File: config.mk
export PLATFORM = sky130hd
export DESIGN_NAME = uart_port_arbiter_flat
export DESIGN_NICKNAME = d
export VERILOG_FILES = /design/src/rtl/uart_arb_pkg.sv /design/src/rtl/uart_port_arbiter_if.sv /design/src/rtl/uart_rr_arbiter.sv /design/src/rtl/uart_port_arbiter.sv /design/src/flat_wrapper.sv
export SDC_FILE = /design/constraint.sdc
export NUM_CORES = 1
export LEC_CHECK = 0
export CORE_MARGIN = 1.5
export CORE_UTILIZATION = 50
export CTS_BUF_LIST = sky130_fd_sc_hd__clkbuf_4
export DETAILED_ROUTE_END_ITERATION = 10
export PLACE_DENSITY = 0.72
export SYNTH_ARGS = -nofsm -noshare
export SYNTH_HDL_FRONTEND = slang
export SYNTH_SLANG_ARGS = --single-unit
File: constraint.sdc
create_clock -name clock -period 4 [get_ports clock]
set_input_delay 0.6 -clock clock [delete_from_list [all_inputs] [get_ports clock]]
set_output_delay 0.6 -clock clock [all_outputs]
set_load 0.01 [all_outputs]
File: src/rtl/uart_arb_pkg.sv
// Shared types and constants for the round-robin UART TX arbiter.
package uart_arb_pkg;

    typedef enum logic [1:0] {IDLE, START, DATA, STOP} state_e;

    localparam int unsigned FRAME_BITS = 10;
    localparam int unsigned DATA_BITS  = 8;
    localparam logic        START_BIT  = 1'b0;
    localparam logic        STOP_BIT   = 1'b1;

endpackage

File: src/rtl/uart_port_arbiter_if.sv
// Requester-side byte handshake plus the shared DCE pins of the TX arbiter.
interface uart_port_arbiter_if #(
    parameter int unsigned NUM_PORTS = 4,
    parameter int unsigned DBR_W     = 32
);
    localparam int unsigned ID_W = $clog2(NUM_PORTS);

    logic [NUM_PORTS-1:0]   req_valid;
    logic [8*NUM_PORTS-1:0] req_data;
    logic [NUM_PORTS-1:0]   req_ready;
    logic                   cts;
    logic [DBR_W-1:0]       dbr;
    logic                   txd;
    logic [ID_W-1:0]        grant_id;
    logic                   busy;
    logic                   frame_done;

    modport master (
        output req_valid, req_data, cts, dbr,
        input  req_ready, txd, grant_id, busy, frame_done
    );

    modport slave (
        input  req_valid, req_data, cts, dbr,
        output req_ready, txd, grant_id, busy, frame_done
    );

endinterface

File: src/rtl/uart_rr_arbiter.sv
// Combinational round-robin pick: search starts one past the last winner.
module uart_rr_arbiter #(
    parameter int unsigned N = 4
) (
    input  logic [N-1:0]         req,
    input  logic [$clog2(N)-1:0] ptr,
    output logic [N-1:0]         grant,
    output logic [$clog2(N)-1:0] idx,
    output logic                 valid
);

    logic [$clog2(N)-1:0] cand;

    always_comb begin
        grant = '0;
        idx   = '0;
        valid = 1'b0;
        cand  = '0;
        for (int unsigned k = 1; k <= N; k++) begin
            cand = $clog2(N)'((32'(ptr) + k) % N);
            if (!valid && req[cand]) begin
                valid       = 1'b1;
                grant[cand] = 1'b1;
                idx         = cand;
            end
        end
    end

endmodule

File: src/rtl/uart_port_arbiter.sv
// Shares one 8N1 TX line among NUM_PORTS byte requesters, one character per grant,
// gated by CTS and paced by a runtime clocks-per-bit divisor.
module uart_port_arbiter
    import uart_arb_pkg::*;
#(
    parameter int unsigned NUM_PORTS = 4,
    parameter int unsigned DBR_W     = 32
) (
    input logic                 clock,
    input logic                 reset_n,
    uart_port_arbiter_if.slave  bus
);

    localparam int unsigned ID_W = $clog2(NUM_PORTS);

    state_e               state_q, state_d;
    logic [DBR_W-1:0]     baud_q, baud_d, div_q, div_d, div_new;
    logic [2:0]           bit_q, bit_d;
    logic [7:0]           shift_q, shift_d, win_byte;
    logic                 txd_q, txd_d;
    logic [ID_W-1:0]      gid_q, gid_d, ptr_q, ptr_d, win_idx;
    logic [NUM_PORTS-1:0] win_grant, ready;
    logic                 win_valid, done;

    uart_rr_arbiter #(.N(NUM_PORTS)) u_rr (
        .req   (bus.req_valid),
        .ptr   (ptr_q),
        .grant (win_grant),
        .idx   (win_idx),
        .valid (win_valid)
    );

    always_comb begin
        win_byte = '0;
        for (int unsigned i = 0; i < NUM_PORTS; i++) begin
            if (win_grant[i]) win_byte = bus.req_data[8*i +: 8];
        end
    end

    // A zero divisor would never let the baud counter reach a bit boundary.
    assign div_new = (bus.dbr == '0) ? DBR_W'(1) : bus.dbr;

    always_comb begin
        state_d = state_q;
        baud_d  = baud_q;
        div_d   = div_q;
        bit_d   = bit_q;
        shift_d = shift_q;
        txd_d   = txd_q;
        gid_d   = gid_q;
        ptr_d   = ptr_q;
        ready   = '0;
        done    = 1'b0;
        unique case (state_q)
            IDLE: begin
                txd_d = STOP_BIT;
                if (bus.cts && win_valid) begin
                    ready   = win_grant;
                    shift_d = win_byte;
                    div_d   = div_new;
                    baud_d  = div_new - DBR_W'(1);
                    bit_d   = '0;
                    gid_d   = win_idx;
                    ptr_d   = win_idx;
                    txd_d   = START_BIT;
                    state_d = START;
                end
            end
            START: begin
                if (baud_q == '0) begin
                    baud_d  = div_q - DBR_W'(1);
                    txd_d   = shift_q[0];
                    shift_d = shift_q >> 1;
                    state_d = DATA;
                end else begin
                    baud_d = baud_q - DBR_W'(1);
                end
            end
            DATA: begin
                if (baud_q == '0) begin
                    baud_d = div_q - DBR_W'(1);
                    if (bit_q == 3'(DATA_BITS - 1)) begin
                        txd_d   = STOP_BIT;
                        state_d = STOP;
                    end else begin
                        bit_d   = bit_q + 3'd1;
                        txd_d   = shift_q[0];
                        shift_d = shift_q >> 1;
                    end
                end else begin
                    baud_d = baud_q - DBR_W'(1);
                end
            end
            STOP: begin
                if (baud_q == '0) begin
                    done    = 1'b1;
                    state_d = IDLE;
                end else begin
                    baud_d = baud_q - DBR_W'(1);
                end
            end
        endcase
    end

    always_ff @(posedge clock or negedge reset_n) begin
        if (!reset_n) begin
            state_q <= IDLE;
            baud_q  <= '0;
            div_q   <= DBR_W'(1);
            bit_q   <= '0;
            shift_q <= '0;
            txd_q   <= STOP_BIT;
            gid_q   <= '0;
            ptr_q   <= ID_W'(NUM_PORTS - 1);
        end else begin
            state_q <= state_d;
            baud_q  <= baud_d;
            div_q   <= div_d;
            bit_q   <= bit_d;
            shift_q <= shift_d;
            txd_q   <= txd_d;
            gid_q   <= gid_d;
            ptr_q   <= ptr_d;
        end
    end

    assign bus.req_ready  = ready;
    assign bus.txd        = txd_q;
    assign bus.grant_id   = gid_q;
    assign bus.busy       = (state_q != IDLE);
    assign bus.frame_done = done;

endmodule

File: src/flat_wrapper.sv
// flat-port wrapper written by rule: the top's interface ports become plain ports
module uart_port_arbiter_flat import uart_arb_pkg::*;
#(
    parameter int unsigned NUM_PORTS = 4,
    parameter int unsigned DBR_W     = 32
)
  (clock, reset_n, bus_req_valid, bus_req_data, bus_cts, bus_dbr, bus_req_ready, bus_txd, bus_grant_id, bus_busy, bus_frame_done);
  uart_port_arbiter_if #(.NUM_PORTS(NUM_PORTS), .DBR_W(DBR_W)) bus_i ();
  input logic clock;
  input logic reset_n;
  input wire logic [$bits(bus_i.req_valid)-1:0] bus_req_valid;
  input wire logic [$bits(bus_i.req_data)-1:0] bus_req_data;
  input wire logic [$bits(bus_i.cts)-1:0] bus_cts;
  input wire logic [$bits(bus_i.dbr)-1:0] bus_dbr;
  output wire logic [$bits(bus_i.req_ready)-1:0] bus_req_ready;
  output wire logic [$bits(bus_i.txd)-1:0] bus_txd;
  output wire logic [$bits(bus_i.grant_id)-1:0] bus_grant_id;
  output wire logic [$bits(bus_i.busy)-1:0] bus_busy;
  output wire logic [$bits(bus_i.frame_done)-1:0] bus_frame_done;
  assign bus_i.req_valid = bus_req_valid;
  assign bus_i.req_data = bus_req_data;
  assign bus_i.cts = bus_cts;
  assign bus_i.dbr = bus_dbr;
  assign bus_req_ready = bus_i.req_ready;
  assign bus_txd = bus_i.txd;
  assign bus_grant_id = bus_i.grant_id;
  assign bus_busy = bus_i.busy;
  assign bus_frame_done = bus_i.frame_done;
  uart_port_arbiter #(.NUM_PORTS(NUM_PORTS), .DBR_W(DBR_W)) u_core (.clock(clock), .reset_n(reset_n), .bus(bus_i));
endmodule
==> results of run 1 <==
-- cell type report --
| type | count | area share |
|---|---|---|
| clock buffer | 12 | 0.01110 |
| multi-input combinational | 672 | 0.5338 |
| timing repair buffer | 145 | 0.1582 |
| clock inverter | 3 | 0.008020 |
| inverter | 19 | 0.008791 |
| sequential | 82 | 0.2535 |
| tap | 172 | 0.02653 |
-- stage by stage --
stage | utilization | cells
2_1_floorplan | - | 813
3_3_place_gp | 0.6171 | 1084
3_5_place_dp | 0.6171 | 1084
4_1_cts | 0.6337 | 1105
5_1_grt | 0.6351 | 1105
6_report | 0.6351 | 1105
-- layer usage --
metal | vias up | part of all wire | GRT usage | routed length [um]
li1 | 3245 | - | - | -
met1 | 3341 | 0.44 | 0.4489 | 9273
met2 | 317 | 0.45 | 0.4463 | 9389
met3 | 29 | 0.091 | 0.05087 | 1900
met4 | 0 | 0.016 | 0.09070 | 327
met5 | - | 0 | 0 | 0
-- cells in the mapped netlist, types with 5 or more instances --
library cell  number
o311ai_0           9
a31oi_1            6
inv_1             18
o22ai_1            5
ha_1              17
or3_1             13
xor2_1            26
nor2_1            47
dfrtp_1           78
a22oi_1           10
nand3_1           24
clkbuf_1          19
nor3_1            29
a21oi_1           34
xnor2_1           34
or2_2             10
o2bb2ai_1          7
o31ai_1            7
nand4_1            5
nand2b_1          11
o21ai_1            7
a221oi_1           9
nor4_1            22
o211ai_1           7
a22o_1            12
nand2_1          161
o21ai_0           35
or4_1             15
buf_2             18
a211oi_1           7
o221ai_1           8
-- cell families (layout without fill, tap and decap cells) --
logic type,Yosys count,count (layout)
and+or+nand+nor,379,379
muxes,7,7
xor gates and xnor gates,60,60
adders and majority gates,17,17
buffers and inverters,59,179
DFF,82,82
AOI/OAI and AO/OA,209,209
-- final timing paths --
check / slack, ns / endpoint
max: 0.20 / bus_req_ready[1]
min reg2reg: 0.51 / u_core.bus.txd
max reg2reg: 0.53 / u_core.baud_q[18]
min: 0.19 / u_core.bit_q[0]
max in group asynchronous: 2.89 / u_core.ptr_q[1]
min in group clock: 0.51 / u_core.bus.txd
-- what timing repair did --
action	4_1_cts	5_1_grt
endpoints found under the setup margin	4	3
pin swaps	2	1
setup buffers	6	0
gates resized for setup	2	3
-- flip-flops by register name (all words and copies together), names as in the netlist --
name	count
u_core.ptr_q	2
u_core.shift_q	8
u_core.bit_q	3
u_core.bus.txd	1
u_core.bus.grant_id	2
u_core.state_q	2
u_core.div_q	32
u_core.baud_q	32
-- worst max-delay path, cell delays in order (launching register included) --
cell and delay, ns:
dfstp_2 0.55, inv_1 0.13, ha_4 0.34, mux4_2 0.39
nor4b_4 0.44, nand2_1 0.14, o21a_1 0.14, nor2_1 0.09
clkdlybuf4s50_1 0.54
-- power breakdown --
group / total [W] / switching (W) / internal, W
logic: 0.00397 / 0.00235 / 0.00162
clock network: 0.000564 / 0.000293 / 0.000271
registers: 0.00168 / 0.000435 / 0.00125
==> metrics.yaml, run 1 <==
die:
  coreArea_um2: 12770
  die-area_um2: 13900
  die_w_um: 117.9
  rows: 41
  die_y_um: 117.9
  initial_utilization: 0.5166
  ios: 80
final_layout:
  drive_above_1_share: 0.1393
  multi_input_area_um2: 4330
  post-route-cell-area_um2: 8113
  diodes: 0
  layout_commonest_cell: "nand2_1"
  fin_nets: 1017
  layout_common_cells: "nand2_1, clkdlybuf4s50_1, dfrtp_1, buf_4, nor2_1"
  n_fill_cell: 1106
  synthToLayoutAreaGrowth_pct: 22.94
  seq_area_um2: 2057
timing:
  period_needed_ns: 3.796
  fin_skew_ns: 0.02474
  maxSlewViolCount: 0
  grt_setup_unrepaired: "false"
  final.period_utilization: 0.9490
  hold_slack_ns: 0.1900
  slew-limit-headroom: 0.1870
  max_freq_ghz: 0.2634
  timing_hold_violations_final: 0
  fin_ws_ns: 0.2040
  worstMarginPinSlew_ns: 1.217
  setup_violations: 0
  final.setup.tns_ns: 0
worst_setup_path:
  crit_path_start: "u_core.ptr_q[0]"
  cp.arrival_ns: 3.20
  r2r-start: "u_core.ptr_q[0]"
  crit_fanout: 6
  startpoint_type: "register"
  path_class: "reg -> out"
  cp.required_ns: 3.40
  reg2reg_depth: 9
  cp-end-kind: "output port"
clocking:
  clkSinkCount: 82
  insertion_delay_ns: 0.47
  cts_buffers: 9
  cts_root_buffer: "clkbuf_4"
  clk_pin_slew_worst_paths_ns: 0.15
  h-tree-depth: 3
  cts_hold_buf: 0
  ctsLongestPathBuffers: 2
  cts_tree: "built"
global_routing:
  antenna_found_initial: 0
  grt_pass1_vias: 6378
  grt_first_pass_wirelength_um: 33790
  gr-total-overflow: 0
  grt_usage: 0.3016
  grt_max_degree: 56
route:
  drc_errors: 0
  vias: 6932
  drt_iter0_markers: 752
  viasPerCell: 6.273
  dr.pass1.iters: 5
  detail_route.wl_per_cell_um: 18.91
  final_antenna_net_count: 0
  wl_um: 20890
synth:
  async_flop_share: 1.000
  ys_ff_latch: 82
  synth_top_flop_cell: "dfrtp_1"
  synth_top_family_by_area: "simple AND/OR/NAND/NOR gates"
  synthesis.nets: 901
  synthMuxAreaShare: 0.01839
  synth_largest_area_cell: "dfrtp_1"
  ys_seq_area_frac: 0.3117
  yosysTopAreaCellShare: 0.2958
  synth.area.top_cells: "dfrtp_1, nand2_1, xnor2_1"
  synth_edf_count: 0
  synth_cell_types: 77
  synth-compound-area-share: 0.2298
  synth_cells: 813
  synth.avg_cell_area_um2: 8.117
  ys.warnings.count: 0
  synthAdderAreaFrac: 0.03223
  syn_area_um2: 6599
  synth_xor_area_frac: 0.07964
  synthSimpleGateAreaFrac: 0.2912
place:
  placed_area_um2: 7883
  hpwl_um: 15910
  place_congestion: 1.008
  pre_cts_slack_ns: -0.09532
  portBuffers: 79
power_and_ir_drop:
  power_density_nw_per_um2: 766.2
  p_leak_nw: 3.270
  vdd_drop_max_uv: 482.3
  finalPower_w: 0.006216
hold_path:
  hold_class: "in -> async"
status:
  outcome: "complete, no violations"
flow_run:
  maxCapViolCount: 0
(Power assumes the default switching activity.)
==> run 2, diff against run 1 <==
GPL_ROUTABILITY_DRIVEN = 0   (was not set)
==> run 2 against run 1 <==
Effect of this change:
- sequential share of layout area hardly changed
- largest power group unchanged
- via count is 0.53% lower
- global-route usage is 0.35 points lower
- die area unchanged
- sequential power is essentially flat
- utilization fell by 0.098 points
- hold slack better by 0.0052 ns
- critical path type unchanged
- final cell count did not move
- clock skew shrank 0.0088 ns
- non-clock buffer count is 1 lower
- clock power fell by 9.8%
- highest routed layer unchanged
==> metrics.yaml, run 2 (synthesized netlist as in run 1, its figures left out) <==
status:
  outcome: "complete, no violations"
worst_setup_path:
  r2r-start: "u_core.ptr_q[1]"
  path_class: "reg -> out"
  cp_slowest_stage_delay_ns: 0.57  # +0.02 ns
  cp.arrival_ns: 3.27  # +0.07 ns
  crit_fanout: 6  # unchanged
  cp-endpoint: "bus_req_ready[1]"
  cp-end-kind: "output port"
  rrSetupSlack_ns: 0.41  # -0.12 ns
  worstPathCellList: "inv_1, ha_4, mux4_2, nor2b_2, a221oi_1, o21a_1, nor2_1, clkdlybuf4s50_1"
  reg2reg_depth: 9  # unchanged
  cp_slowest_cell: "dfstp_2"
  startpoint_type: "register"
  cp.required_ns: 3.40  # about the same
  r2r_end: "u_core.baud_q[18]"
  crit_path_start: "u_core.ptr_q[1]"
timing:
  fin_skew_ns: 0.01592  # -0.008816 ns
  max_freq_ghz: 0.2582  # -2.0%
  final.period_utilization: 0.9683  # +0.01932
  setup_violations: 0  # unchanged
  maxSlewViolCount: 0  # unchanged
  grt_setup_unrepaired: "false"
  slew-limit-headroom: 0.1041  # -0.08295
  worstMarginPinSlew_ns: 1.341  # +0.1242 ns
  timing_hold_violations_final: 0  # unchanged
  fin_ws_ns: 0.1267  # -0.07726 ns
  period_needed_ns: 3.873  # +0.07726 ns
die:
  coreArea_um2: 12770  # unchanged
  initial_utilization: 0.5166  # unchanged
  die_y_um: 117.9  # unchanged
  die-area_um2: 13900  # unchanged
  ios: 80  # unchanged
  die_w_um: 117.9  # unchanged
  rows: 41  # unchanged
flow_run:
  maxCapViolCount: 0  # unchanged
hold_path:
  hold_class: "in -> async"
global_routing:
  antenna_found_initial: 0  # unchanged
  gr-total-overflow: 0  # unchanged
  grt_usage: 0.2981  # -0.003475
  grt_pass1_vias: 6476  # +1.5%
  grt_first_pass_wirelength_um: 33350  # -1.3%
  grt_max_degree: 59  # +5.4%
place:
  placed_area_um2: 7860  # -0.29%
  hpwl_um: 15920  # about the same
  portBuffers: 79  # unchanged
  pre_cts_slack_ns: -0.05617  # +0.03915 ns
clocking:
  insertion_delay_ns: 0.48  # about the same
  cts_root_buffer: "clkbuf_4"
  cts_tree: "built"
  h-tree-depth: 3  # unchanged
  clkSinkCount: 82  # unchanged
  ctsLongestPathBuffers: 2  # unchanged
  cts_buffers: 9  # unchanged
  clk_pin_slew_worst_paths_ns: 0.13  # -0.02 ns
route:
  detail_route.wl_per_cell_um: 18.92  # about the same
  final_antenna_net_count: 0  # unchanged
  vias: 6895  # -0.53%
  drc_errors: 0  # unchanged
  dr.pass1.iters: 5  # unchanged
  wl_um: 20910  # about the same
  viasPerCell: 6.240  # -0.53%
  drt_iter0_markers: 672  # -11%
power_and_ir_drop:
  p_leak_nw: 3.256  # -0.43%
  vdd_drop_max_uv: 369.1  # -23%
  power_density_nw_per_um2: 757.5  # -1.1%
final_layout:
  layout_common_cells: "nand2_1, clkdlybuf4s50_1, dfrtp_1, buf_4, nor2_1"
  largest_registers: "u_core.baud_q x32, u_core.div_q x32, u_core.shift_q x8"
  fin_nets: 1016  # -0.098%
  layout_commonest_cell: "nand2_1"
  synthToLayoutAreaGrowth_pct: 22.75
  drive_above_1_share: 0.1404  # +0.001072
  diodes: 0  # unchanged
  post-route-cell-area_um2: 8100  # -0.15%
[run 2: cell count changes in the layout (fill, tap and decap cells not counted)]
cell,delta
a221oi_1,-1
a221oi_2,+1
a22oi_1,-1
a22oi_2,+1
buf_4,-1
bufinv_16,-1
clkinv_1,+2
nor4_1,-1
nor4_2,+1
[run 2: worst min-delay path by stage]
stage                              to            from  slack (ns)
global route        u_core.shift_q[2]         reset_n        0.26
finish              u_core.shift_q[2]         reset_n        0.20
CTS                 u_core.baud_q[31]         reset_n        0.22
detailed placement     u_core.bus.txd  u_core.bus.txd        0.48
global placement       u_core.bus.txd  u_core.bus.txd        0.46
floorplan            u_core.baud_q[0]         reset_n        0.30
[run 2: report_power, final]
part / switching, W / internal (W) / total [W]
logic: 0.00235 / 0.00160 / 0.00394
registers: 0.000438 / 0.00125 / 0.00168
clock network: 0.000302 / 0.000207 / 0.000509
[run 2: stage by stage]
stage / std cells / total power, W / utilization / hold WS (ns) / TNS, ns
after global placement: 1081 / 0.005274 / 0.6153 / 0.4637 / 0
after global routing: 1105 / 0.006581 / 0.6341 / 0.2643 / 0
final: 1105 / 0.006136 / 0.6341 / 0.1952 / 0
after detailed placement: 1081 / 0.005422 / 0.6153 / 0.4803 / -0.05617
after CTS: 1101 / 0.005984 / 0.6292 / 0.2172 / 0
after floorplan: 813 / 0.004304 / - / 0.3044 / 0
[run 2: routing by layer]
layer / vias up / track usage / wire length [um] / part of all wire
li1: 3231 / - / - / -
met1: 3332 / 0.4299 / 9411 / 0.45
met2: 306 / 0.4583 / 9417 / 0.45
met3: 26 / 0.05087 / 1799 / 0.086
met4: 0 / 0.08765 / 277 / 0.013
met5: - / 0 / 0 / 0
[run 2: cell type report]
cell class              instances  area (um2)
inverters                      19       71.32
flip-flops and latches         82        2057
well taps                     172       215.2
clock inverters                 4       42.54
multi-input cells             672        4348
repair buffers                144        1276
fillers                      1133        4673
clock buffers                  12       90.09
[run 2: worst max-delay path, delay by kind of cell, from the launching register on]
family	cells	cell delay [ns]
buffers and inverters	2	0.60
muxes	1	0.41
adders and majority gates	1	0.34
AOI/OAI and AO/OA	2	0.58
and+or+nand+nor	2	0.30
DFF	1	0.57
[run 2: repair_timing]
item | CTS | global route
pin swaps | 2 | 3
hold buffers | 0 | 0
setup endpoints to repair | 4 | 5
setup buffers | 4 | 4
gates resized for setup | 3 | 5
==> run 3, diff against run 2 <==
GPL_TIMING_DRIVEN = 0   (was not set)
==> run 3 against run 2 <==
Effect of this change:
- non-clock buffer count is 7 lower
- clock power grew 19%
- utilization shrank 0.33 points
- clock skew grew 0.017 ns
- critical path depth rose by 6
- critical path type is now in -> reg
- critical endpoint is now u_core.baud_q[30]
- register-to-register slack improved by 0.12 ns
- final area decreased by 0.53%
- sequential share of layout area rose by 0.13 points
- largest power group unchanged
==> metrics.yaml, run 3 (synthesized netlist as in run 1, its figures left out) <==
final_layout:
  n_fill_cell: 1081  # -4.6%
  synthToLayoutAreaGrowth_pct: 22.11
  drive_above_1_share: 0.1188  # -0.02162
  layout_commonest_cell: "nand2_1"
  final_core_util: 0.6308  # -0.003330
  layout_common_cells: "nand2_1, dfrtp_1, clkdlybuf4s50_1, nor2_1, o21ai_0"
  fin_nets: 1009  # -0.69%
  largest_registers: "u_core.baud_q x32, u_core.div_q x32, u_core.shift_q x8"
global_routing:
  antenna_found_initial: 1  # +1
  gr-total-overflow: 0  # unchanged
  grt_first_pass_wirelength_um: 34940  # +4.8%
  grt_usage: 0.3157  # +0.01765
  globalRouteMet1Util: 0.4420  # +0.01209
  gr-max-usage-layer: "met2"
  grt_pass1_vias: 6515  # +0.60%
  grt_max_degree: 59  # unchanged
  grtUsageMet2: 0.4821  # +0.02376
  use_met3: 0.07703  # +0.02616
worst_setup_path:
  r2r-start: "u_core.ptr_q[1]"
  cp-end-kind: "register"
  cp.required_ns: 4.43  # +1.03 ns
  crit_fanout: 6  # unchanged
  cp.arrival_ns: 4.37  # +1.10 ns
  crit_path_start: "bus_dbr[27]"
  startpoint_type: "primary input"
  path_class: "in -> reg"
die:
  die-area_um2: 13900  # unchanged
  coreArea_um2: 12770  # unchanged
  initial_utilization: 0.5166  # unchanged
  rows: 41  # unchanged
  ios: 80  # unchanged
  die_w_um: 117.9  # unchanged
  die_y_um: 117.9  # unchanged
clocking:
  cts_root_buffer: "clkbuf_4"
  clkSinkCount: 82  # unchanged
  insertion_delay_ns: 0.51  # +0.03 ns
  clk_pin_slew_worst_paths_ns: 0.13  # about the same
  cts_buffers: 9  # unchanged
  ctsLongestPathBuffers: 2  # unchanged
  h-tree-depth: 3  # unchanged
  cts_tree: "built"
place:
  pre_cts_slack_ns: -0.8002  # -0.7440 ns
  hpwl_um: 16380  # +2.9%
  portBuffers: 79  # unchanged
timing:
  hold_slack_ns: 0.4664  # +0.2711 ns
  fin_ws_ns: 0.05955  # -0.06718 ns
  maxSlewViolCount: 0  # unchanged
  max_freq_ghz: 0.2538  # -1.7%
  worstMarginPinSlew_ns: 0.8708  # -0.4702 ns
  final.period_utilization: 0.9851  # +0.01680
  period_needed_ns: 3.940  # +0.06718 ns
  fin_skew_ns: 0.03277  # +0.01685 ns
  slew-limit-headroom: 0.4156  # +0.3115
  setup_violations: 0  # unchanged
  timing_hold_violations_final: 0  # unchanged
power_and_ir_drop:
  clock_power_share: 0.093  # +0.010
  p_seq_frac: 0.259  # -0.015
  power_switching_w: 0.003316  # +7.4%
  p_leak_nw: 3.269  # +0.38%
  p_int_w: 0.003194  # +4.8%
  swShare: 0.5093  # +0.006133
  power_density_nw_per_um2: 807.9  # +6.7%
  vdd_drop_max_uv: 336.1  # -8.9%
  pwr-share-comb: 0.648  # +0.005
route:
  vias: 6997  # +1.5%
  wl_um: 21980  # +5.1%
  drt_iter0_markers: 774  # +15%
  detail_route.wl_per_cell_um: 20.00  # +5.7%
  viasPerCell: 6.367  # +2.0%
  drc_errors: 0  # unchanged
  final_antenna_net_count: 0  # unchanged
  dr.pass1.iters: 6  # +1
hold_path:
  hold_class: "in -> reg"
  min_from: "bus_dbr[19]"
status:
  outcome: "complete, no violations"
flow_run:
  maxCapViolCount: 0  # unchanged
run 3: changes by cell type in the layout (fill, tap and decap cells not counted), sizes merged:
cell / delta
bufinv: +1
buf: -26
dlymetal6s2s: +8
clkbuf: +16
diode: +1
clkinvlp: +1
clkdlybuf4s50: -8
dlygate4sd3: +1
run 3: worst paths after layout:
path                                      to  slack [ns]  depth (start not counted)
hold / removal              u_core.div_q[19]        0.47                          3
max in group asynchronous    u_core.ptr_q[1]        2.80                          3
setup reg to reg           u_core.baud_q[26]        0.53                         10
min in group asynchronous  u_core.baud_q[17]        0.53                          2
hold reg to reg               u_core.bus.txd        0.49                          2
setup / recovery           u_core.baud_q[30]        0.06                         14
run 3: cell type report:
type                    count  area (um2)  share of cell area
repair buffers            100       988.4              0.1227
clock buffers              10       75.07            0.009317
well taps                 172       215.2             0.02671
plain buffers              37       170.2             0.02112
flip-flops and latches     82        2057              0.2553
clock inverters             6       90.09             0.01118
inverters                  19       75.07            0.009317
multi-input cells         672        4384              0.5441
diodes                      1       2.502           0.0003106
run 3: power by group through the flow:
| stage | clock network (W) | logic, W | registers [W] |
|---|---|---|---|
| finish | 0.000605 | 0.00422 | 0.00169 |
| global route | 0.000643 | 0.00457 | 0.00174 |
| CTS | 0.000609 | 0.00396 | 0.00166 |
| detailed placement | 0 | 0.00379 | 0.00170 |
| global placement | 0 | 0.00368 | 0.00168 |
| floorplan | 0 | 0.00271 | 0.00159 |
run 3: layer usage:
metal  vias to the layer above  share of wire
li1                       3237              -
met1                      3270           0.43
met2                       435           0.44
met3                        55           0.11
met4                         0          0.024
met5                         -              0
run 3: through the flow:
| step | std cells | TNS (ns) | cell area, um2 | power (W) |
|---|---|---|---|---|
| after floorplan | 813 | 0 | 6599 | 0.004304 |
| after global placement | 1064 | -54.95 | 7605 | 0.005364 |
| after detailed placement | 1065 | -5.315 | 7630 | 0.005492 |
| after CTS | 1089 | 0 | 7919 | 0.006234 |
| after global routing | 1099 | -0.06426 | 8058 | 0.006959 |
| final | 1099 | 0 | 8058 | 0.006510 |
run 3: what timing repair did:
action / 4_1_cts / 5_1_grt
pin swaps: 3 / 3
buffers inserted: 10 / 9
setup endpoints to repair: 6 / 9
cloned: 0 / 0
hold buffers: 1 / 0
endpoints found under the hold margin: 15 / 0
gates resized for setup: 11 / 21
run 3: critical path: stages:
cell and delay, ns:
clkdlybuf4s50_1 0.64, nor4_1 0.14, nand2b_1 0.27, or2_2 0.22
nor2_1 0.06, nor2_2 0.14, ha_1 0.23, or4b_4 0.53
nor3_4 0.22, nand2_1 0.14, or4b_1 0.53, xor2_1 0.17
nor3_1 0.31, a211o_1 0.15
